<file path="src/rtl/key_pkg.sv">
// Shared types and defaults for the key input conditioner.
// The debounce state encoding is common to every key channel.
package key_pkg;

    typedef enum logic [1:0] {
        RELEASED     = 2'd0,
        PRESS_WAIT   = 2'd1,
        PRESSED      = 2'd2,
        RELEASE_WAIT = 2'd3
    } key_state_t;

    // 20 ms at 50 MHz
    localparam int DEBOUNCE_CYCLES_DEFAULT = 1_000_000;

    localparam int SYNC_STAGES_DEFAULT = 2;

endpackage

</file>
<file path="src/rtl/key_debouncer.sv">
// One push-button channel: synchronizer, debounce FSM and a registered press pulse.
// The raw key is active-low; pressed_o and press_pulse_o are active-high.
//
// state        | meaning
// RELEASED     | key stable released, waiting for a pressed sample
// PRESS_WAIT   | counting consecutive pressed samples
// PRESSED      | key stable pressed, pulse already issued
// RELEASE_WAIT | counting consecutive released samples
module key_debouncer
    import key_pkg::*;
#(
    parameter int DEBOUNCE_CYCLES = DEBOUNCE_CYCLES_DEFAULT,
    parameter int SYNC_STAGES     = SYNC_STAGES_DEFAULT
) (
    input  logic clk,
    input  logic rst,
    input  logic key_n_i,
    output logic pressed_o,
    output logic press_pulse_o
);

    localparam int CNT_W = $clog2(DEBOUNCE_CYCLES + 1);
    localparam logic [CNT_W-1:0] CNT_MAX = CNT_W'(DEBOUNCE_CYCLES);
    localparam logic [CNT_W-1:0] CNT_ONE = CNT_W'(1);

    logic [SYNC_STAGES-1:0] sync_q;
    logic                   pressed_sync;
    key_state_t             state_q;
    key_state_t             state_d;
    logic [CNT_W-1:0]       cnt_q;
    logic [CNT_W-1:0]       cnt_d;
    logic [CNT_W-1:0]       cnt_inc;
    logic                   pulse_q;
    logic                   pulse_d;

    // Synchronizer resets to the released level so reset never looks like a press.
    always_ff @(posedge clk) begin
        if (rst) begin
            sync_q <= '1;
        end else begin
            sync_q <= {sync_q[SYNC_STAGES-2:0], key_n_i};
        end
    end

    assign pressed_sync = ~sync_q[SYNC_STAGES-1];
    assign cnt_inc      = (cnt_q == CNT_MAX) ? cnt_q : cnt_q + CNT_ONE;

    always_ff @(posedge clk) begin
        if (rst) begin
            state_q <= RELEASED;
            cnt_q   <= '0;
            pulse_q <= 1'b0;
        end else begin
            state_q <= state_d;
            cnt_q   <= cnt_d;
            pulse_q <= pulse_d;
        end
    end

    always_comb begin
        state_d = state_q;
        cnt_d   = cnt_q;
        pulse_d = 1'b0;
        case (state_q)
            RELEASED: begin
                if (pressed_sync) begin
                    state_d = PRESS_WAIT;
                    cnt_d   = CNT_ONE;
                end
            end
            PRESS_WAIT: begin
                if (!pressed_sync) begin
                    state_d = RELEASED;
                    cnt_d   = '0;
                end else if (cnt_q >= CNT_MAX) begin
                    state_d = PRESSED;
                    cnt_d   = '0;
                    pulse_d = 1'b1;
                end else begin
                    cnt_d = cnt_inc;
                end
            end
            PRESSED: begin
                if (!pressed_sync) begin
                    state_d = RELEASE_WAIT;
                    cnt_d   = CNT_ONE;
                end
            end
            RELEASE_WAIT: begin
                if (pressed_sync) begin
                    state_d = PRESSED;
                    cnt_d   = '0;
                end else if (cnt_q >= CNT_MAX) begin
                    state_d = RELEASED;
                    cnt_d   = '0;
                end else begin
                    cnt_d = cnt_inc;
                end
            end
            default: begin
                state_d = RELEASED;
                cnt_d   = '0;
            end
        endcase
    end

    assign pressed_o     = (state_q == PRESSED) || (state_q == RELEASE_WAIT);
    assign press_pulse_o = pulse_q;

endmodule

</file>
<file path="src/rtl/key_input_conditioner.sv">
// Input stage for the B-register path: debounces KEY[1:0] into load/clear pulses and
// captures the synchronized B switches, so the datapath runs on clk instead of a key.
module key_input_conditioner
    import key_pkg::*;
#(
    parameter int DEBOUNCE_CYCLES = DEBOUNCE_CYCLES_DEFAULT,
    parameter int SYNC_STAGES     = SYNC_STAGES_DEFAULT,
    parameter int B_WIDTH         = 2
) (
    input  logic               clk,
    input  logic               rst,
    input  logic [1:0]         key_n_i,
    input  logic [B_WIDTH-1:0] sw_b_i,
    output logic [B_WIDTH-1:0] b_q_o,
    output logic               load_pulse_o,
    output logic               clear_pulse_o,
    output logic [1:0]         key_pressed_o
);

    logic [B_WIDTH-1:0] sw_sync_q [SYNC_STAGES];
    logic [B_WIDTH-1:0] sw_last_q;
    logic [B_WIDTH-1:0] b_hold_q;

    key_debouncer #(
        .DEBOUNCE_CYCLES(DEBOUNCE_CYCLES),
        .SYNC_STAGES    (SYNC_STAGES)
    ) u_key_load (
        .clk          (clk),
        .rst          (rst),
        .key_n_i      (key_n_i[0]),
        .pressed_o    (key_pressed_o[0]),
        .press_pulse_o(load_pulse_o)
    );

    key_debouncer #(
        .DEBOUNCE_CYCLES(DEBOUNCE_CYCLES),
        .SYNC_STAGES    (SYNC_STAGES)
    ) u_key_clear (
        .clk          (clk),
        .rst          (rst),
        .key_n_i      (key_n_i[1]),
        .pressed_o    (key_pressed_o[1]),
        .press_pulse_o(clear_pulse_o)
    );

    // sw_last_q trails the synchronizer by one flop so that, in the pulse cycle, it
    // holds the switch sample taken alongside the key sample that completed the debounce.
    always_ff @(posedge clk) begin
        if (rst) begin
            for (int s = 0; s < SYNC_STAGES; s++) begin
                sw_sync_q[s] <= '0;
            end
            sw_last_q <= '0;
            b_hold_q  <= '0;
        end else begin
            sw_sync_q[0] <= sw_b_i;
            for (int s = 1; s < SYNC_STAGES; s++) begin
                sw_sync_q[s] <= sw_sync_q[s-1];
            end
            sw_last_q <= sw_sync_q[SYNC_STAGES-1];
            b_hold_q  <= b_q_o;
        end
    end

    // Output is selected from flops only, so b_q_o changes on the same edge as the pulses.
    always_comb begin
        b_q_o = b_hold_q;
        if (clear_pulse_o) begin
            b_q_o = '0;
        end else if (load_pulse_o) begin
            b_q_o = sw_last_q;
        end
    end

endmodule
</file>
<file path="config.mk">
export PLATFORM = sky130hd
export DESIGN_NAME = key_input_conditioner
export DESIGN_NICKNAME = d
export VERILOG_FILES = /design/src/rtl/key_pkg.sv /design/src/rtl/key_debouncer.sv /design/src/rtl/key_input_conditioner.sv
export SDC_FILE = /design/constraint.sdc
export NUM_CORES = 1
export LEC_CHECK = 0
export CAP_MARGIN = 20
export CELL_PAD_IN_SITES_DETAIL_PLACEMENT = 0
export CELL_PAD_IN_SITES_GLOBAL_PLACEMENT = 1
export CORE_MARGIN = 3
export CORE_UTILIZATION = 35
export DETAILED_ROUTE_END_ITERATION = 8
export DONT_BUFFER_PORTS = 1
export GPL_TIMING_DRIVEN = 0
export PLACE_DENSITY = 0.62
export SYNTH_ARGS = -nofsm -noshare
export SYNTH_HDL_FRONTEND = slang
export SYNTH_HIERARCHICAL = 1
export SYNTH_SLANG_ARGS = --single-unit
</file>
<file path="constraint.sdc">
create_clock -name clk -period 2.3 [get_ports clk]
set_clock_uncertainty 0.05 [all_clocks]
set_input_delay 0.345 -clock clk [delete_from_list [all_inputs] [get_ports clk]]
set_output_delay 0.345 -clock clk [all_outputs]
set_load 0.01 [all_outputs]
</file>
==> results.json <==
{
  "status": "finished, final reports clean",
  "setup_viol": 0,
  "yosys.area.top_type_share_pct": 43.1,
  "fmax_mhz": 483,
  "grt_pass1_wl_mm": 10.2,
  "first_pass_iters": 4,
  "cts_tree": "built",
  "grt_pass1_vias": 2077,
  "ios": 12,
  "period_needed_ns": 2.07,
  "syn_area_um2": 2700,
  "wl_mm": 5.82,
  "tightest_slew_ns": 0.663,
  "comb_power_share_pct": 2.6,
  "hold_class": "in -> reg",
  "core_area_um2": 7370,
  "ys_seq_area_share_pct": 43.1,
  "antenna_found_initial": 0,
  "route.detailed.vias_per_inst": 5.19,
  "tns_ns": 0,
  "period_share_pct": 90.0,
  "yosys_warnings": 6,
  "p_leak_nw": 0.986,
  "ys_ff_latch": 58,
  "synth_ff_type": "dfxtp_1",
  "antenna_left": 0,
  "maxSlewViolCount": 0,
  "drt_iter0_drc": 68,
  "rsz0062_at_grt": "no",
  "track_usage_pct": 14.7,
  "layout_commonest_cell": "dfxtp_1",
  "start_util_pct": 36.6,
  "die_w_um": 93.8,
  "grt_max_degree": 12,
  "synth_largest_area_cell": "dfxtp_1",
  "syn2layout_area_growth_pct": 12.6,
  "ir_drop_v": 0.000334,
  "worstSetupStartpointType": "flop",
  "cts.sinks": 58,
  "synthCells": 310,
  "drc": 0,
  "rows": 31,
  "path_max_fanout": 10,
  "ys_types": 32,
  "synthTopCellsByArea": "dfxtp_1, xor2_1, nor2_1, nand4_1, nand2_1",
  "die_area_um2": 8790,
  "grt_overflow_total": 0,
  "cts.clk_slew.worst_paths_ns": 0.08,
  "crit_type": "reg -> reg",
  "avgSynthCellArea_um2": 8.69,
  "cp-end-kind": "flop",
  "maxCapViolCount": 0,
  "async_flop_share_pct": 0,
  "synth_edf_count": 0,
  "clock_latency_ns": 0.34,
  "pwr-share-seq_pct": 49.9,
  "routabilityCongestion": 0.736,
  "dr_total_vias": 2211,
  "syn_nets": 320,
  "finalHoldViolations": 0,
  "nets": 332,
  "clock_path_buffers": 2,
  "netSwitchingFraction_pct": 23.7,
  "power_mw": 2.04,
  "die_y_um": 93.8,
  "wire_per_inst_um": 13.7,
  "post-route-util_pct": 41.2,
  "dp_hpwl_mm": 4.01,
  "diodes": 0,
  "clkPwrFrac_pct": 47.5,
  "power_per_cell_area_nw_per_um2": 673,
  "relSlewSlack_pct": 55.4,
  "cp_data_required_time_ns": 2.46,
  "portBuffers": 0,
  "htree_levels": 3,
  "cp_data_arrival_time_ns": 2.23,
  "switching_power_mw": 0.483,
  "intPower_mw": 1.56,
  "layout-drive-gt1-share_pct": 9.48,
  "final_cell_mix": "dfxtp_1, nor2_1, nand2_1",
  "numCtsBuffers": 9,
  "clockRootBuffer": "clkbuf_8"
}
==> sequential cells by signal, summed over array words and instances, names as in the netlist, named ones only <==
register	count
b_hold_q	2
sw_last_q	2
u_key_clear/press_pulse_o	1
u_key_clear/state_q	1
u_key_clear/cnt_q	20
sw_sync_q	4
u_key_load/sync_q	2
u_key_clear/sync_q	2
u_key_load/state_q	1
u_key_load/cnt_q	20
u_key_load/press_pulse_o	1
==> power groups by stage <==
stage	sequential [mW]	combinational, mW	clock, mW
6_report	1.02	0.0528	0.971
5_1_grt	1.02	0.0599	1.04
4_1_cts	1.02	0.0531	1.00
3_5_place_dp	1.04	0.0508	0
3_3_place_gp	1.04	0.0518	0
2_1_floorplan	1.04	0.0382	0
==> routing by layer <==
metal  global-route usage, %  vias up  part of all wire, %
met2                    22.8       27                   46
met1                    18.9     1027                   49
met4                    9.03        0                  2.5
met5                       0        -                    0
met3                    2.64       12                  2.0
li1                        -     1145                    -
==> worst paths after layout <==
kind	slack, ns	endpoint	cells after the start	startpoint
max	0.23	u_key_clear/cnt_q[3]	6	u_key_clear/cnt_q[17]
min reg2reg	0.36	u_key_load/sync_q[1]	1	u_key_load/sync_q[0]
max reg2reg	0.23	u_key_clear/cnt_q[3]	6	u_key_clear/cnt_q[17]
min	0.02	sw_sync_q[1][0]	1	rst
==> area by class of cell <==
type                    instances  area, µm²
fillers                       765       4340
inverters                      10       37.5
plain buffers                  12       48.8
repair buffers                  1       10.0
multi-input cells             230       1450
well taps                      99        124
flip-flops and latches         58       1160
clock inverters                 6       66.3
clock buffers                  10        138
==> through the flow <==
stage,worst slack [ns],instance area [µm²],hold WS (ns),std cells
floorplan,0.470,2700,0.339,310
global placement,0.206,2820,0.341,409
detailed placement,0.228,2820,0.344,409
CTS,0.214,3030,0.00797,426
global route,0.0442,3030,0.00670,426
finish,0.230,3030,0.0223,426
==> cells by family (layout without fill, tap and decap cells) <==
kind of cell | Yosys count | after routing | share of synthesized area (%)
xor gates and xnor gates | 26 | 26 | 8.45
AOI/OAI and AO/OA | 50 | 50 | 13.4
muxes | 2 | 2 | 0.743
buffers and inverters | 22 | 39 | 3.16
DFF | 58 | 58 | 43.1
and+or+nand+nor | 148 | 148 | 29.3
adders and majority gates | 4 | 4 | 1.86
==> what timing repair did <==
| action | in CTS | in global routing |
|---|---|---|
| gates resized for setup | 0 | 2 |
| hold buffers | 1 | 0 |
| buffers inserted | 0 | 0 |
| hold endpoints to repair | 3 | 0 |
| setup endpoints to repair | 0 | 1 |
==> Yosys cell counts, types with 6 or more instances <==
cell type / count
nand3_1: 10
or3_1: 6
nand4_1: 22
inv_1: 10
a21oi_1: 10
o21ai_0: 10
nor2b_1: 6
xor2_1: 20
a31oi_1: 14
nor3_1: 10
nand2_1: 28
clkbuf_1: 10
nor4_1: 8
nor2_1: 38
xnor2_1: 6
dfxtp_1: 58
==> worst max-delay path: stages (launching register included) <==
cell and delay [ns]:
dfxtp_1 0.40, nand4_1 0.21, a311oi_4 0.50, nor4_1 0.11
nor2_1 0.16, clkbuf_1 0.40, nor2_1 0.10
Note: power is estimated with default switching activity, not from simulation.
